--- src/rtl/timer_counter_pkg.sv ---
// Shared definitions for the memory-mapped down-counter timer: register offsets,
// FSM states, mode encodings and the bus address windows of the two instances.
package timer_counter_pkg;

    localparam logic [1:0] TC_CTRL   = 2'b00;
    localparam logic [1:0] TC_PRESET = 2'b01;
    localparam logic [1:0] TC_COUNT  = 2'b10;
    localparam logic [1:0] TC_RSVD   = 2'b11;

    localparam logic [1:0] TC_MODE_ONESHOT = 2'b00;
    localparam logic [1:0] TC_MODE_RELOAD  = 2'b01;

    localparam logic [31:0] TC0_BASE = 32'h0000_7F00;
    localparam logic [31:0] TC0_LAST = 32'h0000_7F0B;
    localparam logic [31:0] TC1_BASE = 32'h0000_7F10;
    localparam logic [31:0] TC1_LAST = 32'h0000_7F1B;

    typedef enum logic [1:0] {
        TC_IDLE = 2'd0,
        TC_LOAD = 2'd1,
        TC_CNT  = 2'd2,
        TC_INT  = 2'd3
    } tc_state_e;

    // Field layout of CTRL[3:0]; bits above 3 are not stored.
    typedef struct packed {
        logic       im;
        logic [1:0] mode;
        logic       en;
    } tc_ctrl_t;

endpackage

--- src/rtl/timer_counter.sv ---
// Programmable down-counter with CTRL/PRESET/COUNT registers, one-shot or
// auto-reload operation and a maskable registered interrupt request.
module timer_counter
    import timer_counter_pkg::*;
#(
    parameter int unsigned RELOAD_DELAY = 1
) (
    input  logic        clk,
    input  logic        reset,
    input  logic [31:0] Addr,
    input  logic        WE,
    input  logic [31:0] Din,
    output logic [31:0] Dout,
    output logic        IRQ
);

    tc_state_e   state_q, state_d;
    tc_ctrl_t    ctrl_q, ctrl_d;
    logic [31:0] preset_q, preset_d;
    logic [31:0] count_q, count_d;
    logic        irq_flag_q, irq_flag_d;

    logic [1:0]  reg_sel;
    assign reg_sel = Addr[3:2];

    // Address bits outside the decoded field and the documentation-only parameter.
    logic unused_ok;
    assign unused_ok = ^{Addr[31:4], Addr[1:0], 1'(RELOAD_DELAY)};

    always_comb begin
        // NOTE: every next-state signal gets its hold value first, so no path
        // through the case statements can leave one unassigned and infer a latch.
        state_d    = state_q;
        ctrl_d     = ctrl_q;
        preset_d   = preset_q;
        count_d    = count_q;
        irq_flag_d = irq_flag_q;

        unique case (state_q)
            TC_IDLE: begin
                if (ctrl_q.en) state_d = TC_LOAD;
            end
            TC_LOAD: begin
                count_d = preset_q;
                state_d = TC_CNT;
            end
            TC_CNT: begin
                if (!ctrl_q.en) begin
                    state_d = TC_IDLE;
                end else if (count_q > 32'd1) begin
                    count_d = count_q - 32'd1;
                end else begin
                    count_d    = 32'd0;
                    irq_flag_d = 1'b1;
                    state_d    = TC_INT;
                end
            end
            TC_INT: begin
                // Modes 10/11 fall into the one-shot branch.
                if (ctrl_q.mode == TC_MODE_RELOAD) begin
                    irq_flag_d = 1'b0;
                    state_d    = TC_LOAD;
                end else begin
                    ctrl_d.en = 1'b0;
                    state_d   = TC_IDLE;
                end
            end
            default: state_d = TC_IDLE;
        endcase

        // A bus write wins over whatever the FSM decided on the same edge.
        if (WE) begin
            case (reg_sel)
                TC_CTRL: begin
                    ctrl_d     = tc_ctrl_t'(Din[3:0]);
                    state_d    = TC_IDLE;
                    irq_flag_d = 1'b0;
                    count_d    = count_q;
                end
                TC_PRESET: begin
                    preset_d   = Din;
                    irq_flag_d = 1'b0;
                end
                default: ;
            endcase
        end
    end

    always_ff @(posedge clk or negedge reset) begin
        if (!reset) begin
            state_q    <= TC_IDLE;
            ctrl_q     <= '0;
            preset_q   <= '0;
            count_q    <= '0;
            irq_flag_q <= 1'b0;
        end else begin
            // NOTE: non-blocking assignments so every register samples the
            // pre-edge values computed above, independent of statement order.
            state_q    <= state_d;
            ctrl_q     <= ctrl_d;
            preset_q   <= preset_d;
            count_q    <= count_d;
            irq_flag_q <= irq_flag_d;
        end
    end

    assign IRQ = ctrl_q.im & irq_flag_q;

    always_comb begin
        Dout = 32'd0;
        case (reg_sel)
            TC_CTRL:   Dout = {28'd0, ctrl_q};
            TC_PRESET: Dout = preset_q;
            TC_COUNT:  Dout = count_q;
            default:   Dout = 32'd0;
        endcase
    end

endmodule

--- config.mk ---
export PLATFORM = sky130hd
export DESIGN_NAME = timer_counter
export DESIGN_NICKNAME = d
export VERILOG_FILES = /design/src/rtl/timer_counter_pkg.sv /design/src/rtl/timer_counter.sv
export SDC_FILE = /design/constraint.sdc
export NUM_CORES = 1
export LEC_CHECK = 0
export CAP_MARGIN = 40
export CELL_PAD_IN_SITES_DETAIL_PLACEMENT = 2
export CELL_PAD_IN_SITES_GLOBAL_PLACEMENT = 2
export CORE_ASPECT_RATIO = 2
export CORE_MARGIN = 5
export CORE_UTILIZATION = 33
export CTS_CLUSTER_SIZE = 24
export DETAILED_ROUTE_END_ITERATION = 6
export PLACE_DENSITY_LB_ADDON = 0.1
export SYNTH_ARGS = -nofsm -noshare
export SYNTH_HDL_FRONTEND = slang
export SYNTH_SLANG_ARGS = --single-unit
--- constraint.sdc ---
create_clock -name clk -period 5.48 [get_ports clk]
set_input_delay 1.096 -clock clk [delete_from_list [all_inputs] [get_ports clk]]
set_output_delay 1.096 -clock clk [all_outputs]
set_load 0.05 [all_outputs]
**Word-level counts from Yosys, hierarchy flattened**

Cells that the tools add are included.

- $mul: 0
- Add/sub/neg operators: 1
- Reduce and logical (&&, ||, !) cells: 5
- Bitwise gates (word level): 1
- $lt $le $gt $ge: 1
- Shift operators: 0
- Divide/modulo/power cells: 0
- Mux-type cells: 23
- Eq/ne operators: 7

Operator list:

| operator | count |
|---|---|
| two-way mux 32 bit | 4 |
| one-hot mux 32 bit (3 select lines) | 1 |
| one-hot mux 32 bit (2 select lines) | 1 |
| > comparator 32 x 1 -> 1 bit, second input constant | 1 |
| subtractor 32 x 1 -> 32 bit, second input constant | 1 |
| two-way mux 1 bit | 10 |
| two-way mux 2 bit | 5 |
| one-hot mux 2 bit (4 select lines) | 1 |
| == test 2 x 1 -> 1 bit, second input constant | 3 |
| == test 2 bit, second input constant | 3 |
| zero test 2 bit | 2 |
| AND reduction 2 bit | 2 |
| != test 2 bit, second input constant | 1 |
| one-hot mux 1 bit (2 select lines) | 1 |
| OR reduction 2 bit | 1 |
| AND 1 bit | 1 |

- Register bits: 71
- Word-level logic and storage cells: 45
- Memories: 0
- Bits in writable memories: 0
- Latch bits: 0
- Input port bits: 67
- Bits in read-only memories: 0
- Output and inout bits: 33

**Longest topological paths before layout**

Gate-level depths: netlist of run 1.

- Depth in word-level cells: 6
- Depth in mapped cells: 9
- Mapped depth without buffers: 7

**Worst setup path before layout of run 1**

OpenSTA, ideal clock, no wires.

- Path kind: in2out
- Start point: input port Addr[2]
- End point: output port Dout[0]
- Path slack: 1.800 ns
- Path buffers: 1
- Arrival: 2.584 ns
- Cell stages on the path: 3
- Required time: 4.384 ns
- Cell sequence: clkbuf_1 mux2i_1 o21ai_0

- Longest elaborated chain between the ends: 2
- Elaborated cells on any way between the ends: 4

Ends and longest elaborated chain:

| item | RTL line | source |
|---|---|---|
| start, declared | timer_counter.sv:10 | `input logic [31:0] Addr,` |
| == test 2 bit (tied with other cells) | timer_counter.sv:111 | `case (reg_sel)` |
| one-hot mux 32 bit (3 select lines) (*) | timer_counter.sv:111 |  |
| end, declared | timer_counter.sv:13 | `output logic [31:0] Dout,` |

Mark *: on every way between the ends. The rest lies on a longest branch, timed or not.

**Worst setup path after layout of run 1**

- Start point: input port Addr[3]
- End point: output port Dout[3]

Same word-level chain as after synthesis.

==> flow_summary_export.csv, run 1 <==
group,metric,value,unit
outcome,run_status,"finished clean",
route,wl_per_cell,21.93,um
yosys,synthTopCellsByArea,"dfrtp_1 (44%), mux2_2 (9.8%), a22o_1 (7.4%)",
setup_path,r2r_slack,2080,ps
sta,tns,0,ps
sta,hold_violations,0,
yosys,synthDominantCellAreaShare,44.32,%
place,numPlacedInstances,601,
place,hpwl,9750,um
yosys,synth_area_per_cell,9.898,sq um
setup_path,critPathKind,"in -> out",
floorplan,fp.dieW,87.94,um
setup_path,start_kind,"input port",
setup_path,path_cells,"clkdlybuf4s50_1 > nor2b_2 > buf_4 > nand2_1 > o21ai_0 > clkdlybuf4s50_1",
place,gp_congestion,0.7933,
yosys,synth_cells,405,
setup_path,r2r_start,"count_q[4]$_DFFE_PN0P_",
sta,slew_viol_final,0,
clocking,cts_tree,"done",
global_route,grt_pass1_wl,22090,um
yosys,synth-async-reset-ratio,100.0,%
setup_path,path_buf_inv,3,
setup_path,path_max_fanout,32,
route,via_per_inst,5.875,
final_layout,final_cell_mix,"dfrtp_1 (71), clkdlybuf4s50_1 (68), mux2_2 (35), nand2_1 (34), a22o_1 (34)",
sta,hold_slack,537.1,ps
setup_path,crit_path_start,"Addr[3]",
route,vias,3625,
global_route,grt_usage,19.47,%
setup_path,crit_top_cell,"clkdlybuf4s50_1",
clocking,cts_buffers,9,
floorplan,core_area,0.01205,sq mm
setup_path,worstPathRequired,4380,ps
route,drtIter0Drc,126,
floorplan,io_pins,100,
floorplan,die_height,165.9,um
final_layout,syn_to_final_growth,29.03,%
route,drc,0,
yosys,ys_seq_area_share,44.32,%
sta,rsz0062_at_grt,"no",
setup_path,critical_path_arrival,3370,ps
yosys,yosysUniqueCellTypes,45,
pwr,powerDensity,520.5,mW/mm^2
floorplan,start_util,33.26,%
flow_run,max_cap_violations,0,
sta,fin_crit,4461,ps
clocking,cts.reportedPaths.clkPinSlew,60,ps
pwr,p_leak,2.041,nW
final_layout,drive_above_1_share,14.47,%
setup_path,cp_top_family,"buffers and inverters",
floorplan,rows,57,
floorplan,die_area,0.01459,sq mm
setup_path,r2r_end,"count_q[3]$_DFFE_PN0P_",
yosys,yosys_warnings,0,
final_layout,final_cells,617,
min_path,holdCritPathClass,"reg -> reg",
clocking,cts_sinks,71,
yosys,yosys.area.top_type,"dfrtp_1",
place,portBuffers,69,
clocking,clock_path_buffers,2,
global_route,grt_pass1_vias,4106,
clocking,clk_latency,340,ps
setup_path,critPathCapture,"Dout[3]",
final_layout,fin_util,42.92,%
global_route,antenna_found_initial,0,
global_route,grt_max_degree,40,
sta,setup_viol,0,
clocking,cts.htree.levels,3,
setup_path,max_stage_delay,850,ps
setup_path,cp_num_cells,6,
clocking,post_cts_buffers,0,
route,dr.pass1.iters,6,
clocking,ctsHoldBuffers,0,
yosys,ys_ff_latch,71,
clocking,root_buffer,"clkbuf_16",
yosys,ys.flop_type,"dfrtp_1",
clocking,cts_resized,0,
final_layout,n_antenna_cell,0,
sta,tightest_slew,853.0,ps
final_layout,final_common_cell,"dfrtp_1",
global_route,grt-ovfl-total,0,
setup_path,reg2reg_depth,6,
sta,period_share,81.41,%
setup_path,critPathSlowestCell,"clkdlybuf4s50_1",
setup_path,cp-end-kind,"primary output",
sta,relSlewSlack,42.61,%
yosys,synth-edff-count,0,
final_layout,nFillCells,1302,
sta,finClkSkew,6.306,ps
route,wl,13530,um
final_layout,layout.nets,534,
sta,max_freq,224.1,MHz
route,ant_nets,0,
yosys,syn-num-nets,474,
yosys,netlist_area,0.004009,sq mm
pwr,max-vdd-ir-drop,0.0001968,V
## cells in the mapped netlist, drive strengths merged, types with 4 or more instances
cell	number
a32oi	7
a22o	34
a21oi	10
o21ai	29
o41ai	5
o2bb2ai	5
and2	6
nand3	13
or4	9
nor2b	6
buf	11
or3	5
o211ai	6
mux2	35
mux2i	4
a221o	4
inv	9
a22oi	4
dfrtp	71
clkbuf	22
nand4	5
o22ai	4
nor4	11
o31a	5
nor3	14
nor2	13
nand2	34
## registers in the layout, indices dropped and copies added (netlist names)
register / count
state_q: 2
ctrl_q: 4
irq_flag_q: 1
count_q: 32
preset_q: 32
## final cells by class
| cell class | count | area (sq um) | share of cell area, % |
|---|---|---|---|
| multi-input cells | 292 | 2072 | 40.06 |
| flip-flops and latches | 71 | 1777 | 34.35 |
| repair buffers | 82 | 814.5 | 15.75 |
| clock buffers | 12 | 246.5 | 4.765 |
| well taps | 147 | 183.9 | 3.556 |
| clock inverters | 4 | 45.04 | 0.8708 |
| inverters | 9 | 33.78 | 0.6531 |
## stage by stage
stage	setup WS [ps]	cell area [sq um]	power, W
floorplan	1800	4009	0.001675
global placement	994.3	4820	0.002016
detailed placement	989.4	4881	0.002115
CTS	983.0	5172	0.002724
global route	904.8	5172	0.002856
finish	1019	5172	0.002692
## power by group
part / switching, W / leakage [nW] / internal, W
registers: 0.000239 / 0.860 / 0.000699
clock network: 0.000230 / 0.146 / 0.000363
logic: 0.000693 / 1.03 / 0.000468
total: 0.00116 / 2.04 / 0.00153
## metal layers
layer | wire, um | track usage (%) | vias up
met5 | 0 | 0 | -
met4 | 164 | 5.277 | 0
met3 | 439 | 3.327 | 10
met2 | 7625 | 36.43 | 58
met1 | 5299 | 21.80 | 1879
li1 | - | - | 1678
## logic make-up after synthesis
family                     count (synthesis)  share of synthesized area (%)
DFF                                       71                          44.32
buffers and inverters                     42                          4.245
muxes                                     39                          10.83
AOI/OAI and AO/OA                        126                          23.81
and+or+nand+nor                          125                          16.17
adders and majority gates                  2                         0.6241
## how the worst min path moves through the flow
stage	startpoint	end	slack, ps	depth (start not counted)
after floorplan	irq_flag_q$_DFF_PN0_	irq_flag_q$_DFF_PN0_	470	2
after global placement	ctrl_q[1]$_DFFE_PN0P_	ctrl_q[1]$_DFFE_PN0P_	510	1
after detailed placement	preset_q[19]$_DFFE_PN0P_	preset_q[19]$_DFFE_PN0P_	520	1
after CTS	preset_q[3]$_DFFE_PN0P_	preset_q[3]$_DFFE_PN0P_	540	1
after global routing	preset_q[28]$_DFFE_PN0P_	preset_q[28]$_DFFE_PN0P_	560	1
final	preset_q[24]$_DFFE_PN0P_	preset_q[24]$_DFFE_PN0P_	540	1
No activity file was read; power rests on OpenSTA's default activity.
==> inputs of run 2 (changes only) <==
--- a/config.mk
+++ b/config.mk
@@ -10,7 +10,7 @@
 export CELL_PAD_IN_SITES_GLOBAL_PLACEMENT = 2
 export CORE_ASPECT_RATIO = 2
 export CORE_MARGIN = 5
-export CORE_UTILIZATION = 33
+export CORE_UTILIZATION = 30
 export CTS_CLUSTER_SIZE = 24
 export DETAILED_ROUTE_END_ITERATION = 6
 export PLACE_DENSITY_LB_ADDON = 0.1
==> constraint.sdc (replaced) <==
create_clock -name clk -period 4.25 [get_ports clk]
set_input_delay 0.85 -clock clk [delete_from_list [all_inputs] [get_ports clk]]
set_output_delay 0.85 -clock clk [all_outputs]
set_load 0.05 [all_outputs]
==> run 2 against run 1 <==
  * Flip-flop and latch count stayed put
  * Critical path depth is the same
  * Cell area increased by 6.1%
  * Sequential share of layout area down 2.0 points
  * Clock power increased by 24%
  * Combinational power increased by 42%
  * Via count increased by 0.69%
  * Die area grew 9.1%
  * Sequential power increased by 30%
  * Global-route usage shrank 1.4 points
  * Clock skew is essentially flat
  * Clock-buffer cell count down 1
==> flow_summary_export.csv, run 2 (synthesis results as in run 1) <==
group,metric,value,unit
outcome,run_status,"finished clean",
route,via_per_inst,5.840,
pwr,switching_share,43.39,%
clocking,post_cts_buffers,0,
sta,hold_slack,537.0,ps
final_layout,final_common_cell,"dfrtp_1",
pwr,combPwrFrac,45.8,%
sta,rsz0062_at_grt,"no",
sta,slew_viol_final,0,
pwr,max-vdd-ir-drop,0.0002892,V
global_route,grt-ovfl-total,0,
route,dr.pass1.iters,4,
min_path,holdCritPathClass,"in -> async",
setup_path,worstPathRequired,3400,ps
flow_run,max_cap_violations,0,
global_route,grt_usage,18.07,%
global_route,grt_max_degree,46,
global_route,antenna_found_initial,0,
clocking,cts_sinks,71,
pwr,p_sw,0.001562,W
pwr,internal-power,0.002038,W
clocking,clock_path_buffers,2,
setup_path,start_kind,"input port",
floorplan,die_area,0.01592,sq mm
floorplan,fp.dieW,91.74,um
sta,relSlewSlack,43.21,%
pwr,seqPwrFrac,33.8,%
route,wl_per_cell,22.49,um
setup_path,critical_path_arrival,2540,ps
final_layout,multi_input_area,0.002072,sq mm
floorplan,io_pins,100,
final_layout,layout.nets,537,
sta,tightest_slew,844.0,ps
floorplan,start_util,30.68,%
setup_path,path_cells,"clkdlybuf4s50_1 > nor2b_2 > buf_4 > nand2_1 > o21ai_0 > buf_12",
clocking,cts.htree.levels,3,
clocking,cts_resized,0,
clocking,cts_tree,"done",
final_layout,n_antenna_cell,0,
sta,finClkSkew,6.776,ps
route,vias,3650,
floorplan,die_height,173.5,um
route,drtIter0Drc,121,
route,drc,0,
final_layout,regArea,0.001777,sq mm
sta,hold_violations,0,
setup_path,critPathKind,"in -> out",
clocking,cts.reportedPaths.clkPinSlew,60,ps
floorplan,core_area,0.01307,sq mm
clocking,root_buffer,"clkbuf_16",
setup_path,critPathSlowestCell,"clkdlybuf4s50_1",
pwr,pwr-share-clk,20.4,%
route,wl,14060,um
final_layout,nFillCells,1374,
pwr,powerDensity,655.9,mW/mm^2
setup_path,path_max_fanout,32,
sta,tns,0,ps
final_layout,drive_above_1_share,22.20,%
clocking,cts_buffers,9,
setup_path,reg2reg_depth,6,
final_layout,final_cell_mix,"dfrtp_1 (71), clkdlybuf4s50_1 (36), mux2_2 (35), nand2_1 (34), a22o_1 (34)",
pwr,p_leak,2.197,nW
global_route,grt_pass1_vias,4039,
place,portBuffers,69,
sta,period_share,79.70,%
setup_path,cp-end-kind,"primary output",
route,ant_nets,0,
setup_path,max_stage_delay,620,ps
sta,fin_crit,3387,ps
place,gp_congestion,0.8306,
place,hpwl,10170,um
sta,setup_viol,0,
final_layout,syn_to_final_growth,36.89,%
sta,max_freq,295.2,MHz
final_layout,top_regs,"count_q x32, preset_q x32, ctrl_q x4",
global_route,grt_pass1_wl,22540,um
floorplan,rows,59,
clocking,ctsHoldBuffers,0,
clocking,clk_latency,340,ps
pwr,power,0.003599,W
[run 2: layout make-up]
cell class                 count  area share [%]
clock inverter                 5          0.5928
timing repair buffer          85           20.59
inverter                       9          0.6156
clock buffer                  11           4.606
multi-input combinational    292           37.76
sequential                    71           32.38
tap                          152           3.466
[run 2: routing by layer]
layer | part of all wire [%] | global-route usage, % | up-vias | wire length (um)
met5 | 0 | 0 | - | 0
met4 | 1.4 | 5.459 | 0 | 201
met3 | 3.0 | 3.171 | 14 | 426
met2 | 56 | 34.56 | 71 | 7911
met1 | 39 | 19.78 | 1881 | 5519
li1 | - | - | 1684 | -
[run 2: worst paths after layout]
| check | start | to | slack (ps) |
|---|---|---|---|
| max in group asynchronous | reset | count_q[0]$_DFFE_PN0P_ | 2620 |
| min reg2reg | preset_q[17]$_DFFE_PN0P_ | count_q[17]$_DFFE_PN0P_ | 540 |
| min | reset | preset_q[31]$_DFFE_PN0P_ | 540 |
| max | Addr[3] | Dout[3] | 860 |
| max reg2reg | count_q[4]$_DFFE_PN0P_ | count_q[18]$_DFFE_PN0P_ | 1200 |
| min in group clk | preset_q[17]$_DFFE_PN0P_ | count_q[17]$_DFFE_PN0P_ | 540 |
[run 2: power by group through the flow]
stage / clock (W) / combinational [W] / sequential (W)
6_report: 0.000735 / 0.00165 / 0.00122
5_1_grt: 0.000777 / 0.00177 / 0.00126
4_1_cts: 0.000756 / 0.00167 / 0.00122
3_5_place_dp: 0 / 0.00166 / 0.00122
3_3_place_gp: 0 / 0.00159 / 0.00120
2_1_floorplan: 0 / 0.00108 / 0.00108
[run 2: metrics by stage]
stage	cells	utilization [%]	cell area [sq um]	setup slack, ps
6_report	625	42.00	5488	862.9
5_1_grt	625	42.00	5488	773.9
4_1_cts	625	42.00	5488	837.3
3_5_place_dp	609	39.82	5202	838.8
3_3_place_gp	607	39.67	5184	849.1
2_1_floorplan	405	-	4009	1062
[run 2: critical path: cells and delay by family]
family	cells	cell delay (ps)
buf+inv	3	1190
compound gates	1	200
simple gates	2	290
==> inputs of run 3 (changes only) <==
==> constraint.sdc (replaced) <==
create_clock -name clk -period 3.48 [get_ports clk]
set_input_delay 0.696 -clock clk [delete_from_list [all_inputs] [get_ports clk]]
set_output_delay 0.696 -clock clk [all_outputs]
set_load 0.05 [all_outputs]
==> run 3 against run 2 <==
  * Global-route usage is 0.76 points higher
  * Sequential share of layout area is 0.70 points lower
  * Utilization is 0.93 points higher
  * Via count is 1.5% higher
  * Critical path depth is 1 lower
  * Register-to-register slack worse by 590 ps
  * Critical path type unchanged
  * Critical endpoint is now Dout[8]
  * Largest cell class unchanged
  * Largest power group unchanged
==> flow_summary_export.csv, run 3 (synthesis results as in run 1) <==
group,metric,value,unit
outcome,run_status,"finished clean",
route,dr.pass1.iters,4,
route,via_per_inst,5.870,
route,routed.top_layer,"met4",
final_layout,layout.nets,543,
clocking,clock_path_buffers,2,
setup_path,cp-end-kind,"primary output",
sta,tightest_slew,645.8,ps
pwr,p_leak,2.258,nW
route,wl_met2,8285,um
setup_path,start_kind,"input port",
final_layout,final_common_cell,"dfrtp_1",
final_layout,n_antenna_cell,0,
global_route,antenna_found_initial,0,
clocking,cts_sinks,71,
route,wl_per_cell,22.99,um
place,place_ws,434.6,ps
sta,finClkSkew,5.199,ps
sta,max_freq,332.6,MHz
final_layout,syn_to_final_growth,39.92,%
pwr,max-vdd-ir-drop,0.0002665,V
setup_path,critPathSlowestCell,"clkdlybuf4s50_1",
setup_path,path_buf_inv,3,
place,portBuffers,69,
clocking,cts_buffers,9,
floorplan,start_util,30.68,%
sta,fin_crit,3007,ps
floorplan,die_height,173.5,um
route,ant_nets,0,
sta,slew_viol_final,0,
sta,rsz0062_at_grt,"no",
clocking,cts.reportedPaths.clkPinSlew,60,ps
sta,tns,0,ps
setup_path,worstPathRequired,2780,ps
setup_path,path_max_fanout,14,
floorplan,die_area,0.01592,sq mm
floorplan,io_pins,100,
setup_path,critical_path_arrival,2310,ps
global_route,grt_usage,18.83,%
clocking,post_cts_buffers,0,
setup_path,critPathKind,"in -> out",
clocking,clk_latency,330,ps
sta,hold_violations,0,
clocking,cts.htree.levels,3,
setup_path,cp_top_family,"buffers and inverters",
place,numPlacedInstances,615,
min_path,holdCritPathClass,"in -> async",
sta,setup_viol,0,
final_layout,final_cell_mix,"dfrtp_1 (71), clkdlybuf4s50_1 (36), mux2_2 (35)",
place,gp_congestion,0.8365,
route,met3WireLength,442,um
flow_run,max_cap_violations,0,
floorplan,core_area,0.01307,sq mm
clocking,ctsHoldBuffers,0,
place,hpwl,10450,um
final_layout,drive_above_1_share,22.55,%
global_route,grt_pass1_wl,23770,um
route,wl,14510,um
clocking,cts_tree,"done",
clocking,root_buffer,"clkbuf_16",
route,vias,3704,
sta,period_share,86.40,%
final_layout,final_cells,631,
floorplan,fp.dieW,91.74,um
final_layout,top_regs,"count_q x32, preset_q x32, ctrl_q x4",
setup_path,path_cells,"clkdlybuf4s50_1 > nor2b_2 > buf_4 > a22o_1 > buf_12",
global_route,grt-ovfl-total,0,
route,wl_met1,5541,um
sta,relSlewSlack,56.62,%
global_route,grt_max_degree,33,
setup_path,max_stage_delay,700,ps
pwr,power,0.004644,W
route,drtIter0Drc,132,
final_layout,nFillCells,1371,
pwr,powerDensity,828.0,mW/mm^2
floorplan,rows,59,
route,drc,0,
global_route,grt_pass1_vias,4270,
sta,fin_ws,473.3,ps
clocking,cts_resized,0,
==> run 3: cell types whose count changed in the layout (fill, tap and decap cells not counted), sizes merged <==
cell,delta
buf,+6
bufinv,+3
clkbuf,+2
clkinv,-2
clkinvlp,-3
==> run 3: path summary, 6_finish.rpt <==
kind	from	to	slack [ps]	cells after the start
min in group clk	ctrl_q[1]$_DFFE_PN0P_	ctrl_q[1]$_DFFE_PN0P_	530	1
min	reset	preset_q[31]$_DFFE_PN0P_	310	1
max in group asynchronous	reset	count_q[14]$_DFFE_PN0P_	2350	2
max reg2reg	count_q[25]$_DFFE_PN0P_	count_q[9]$_DFFE_PN0P_	610	6
min reg2reg	ctrl_q[1]$_DFFE_PN0P_	ctrl_q[1]$_DFFE_PN0P_	530	1
max	Addr[2]	Dout[8]	470	5
==> run 3: through the flow <==
step	utilization [%]	cell area (sq um)	hold WS (ps)
after CTS	42.93	5609	319.5
after floorplan	-	4009	400.4
after global routing	42.93	5609	339.7
after detailed placement	40.32	5269	522.6
after global placement	40.32	5269	513.9
final	42.93	5609	314.3
==> run 3: layout make-up <==
class | instances | area, sq um | share of cell area, %
Clock buffer | 13 | 250.2 | 4.461
Clock inverter | 3 | 90.09 | 1.606
Inverter | 9 | 33.78 | 0.6023
Multi-Input combinational cell | 292 | 2072 | 36.94
Sequential cell | 71 | 1777 | 31.68
Tap cell | 152 | 190.2 | 3.391
Timing Repair Buffer | 91 | 1196 | 21.33
==> run 3: routing by layer <==
metal | track usage (%) | vias up
met5 | 0 | -
met4 | 5.769 | 0
met3 | 2.911 | 17
met2 | 36.03 | 72
met1 | 20.80 | 1924
li1 | - | 1691
==> run 3: power breakdown <==
group          switching, W  internal, W  total [W]
combinational       0.00116     0.000912    0.00207
clock              0.000361     0.000722    0.00108
sequential         0.000388      0.00110    0.00149
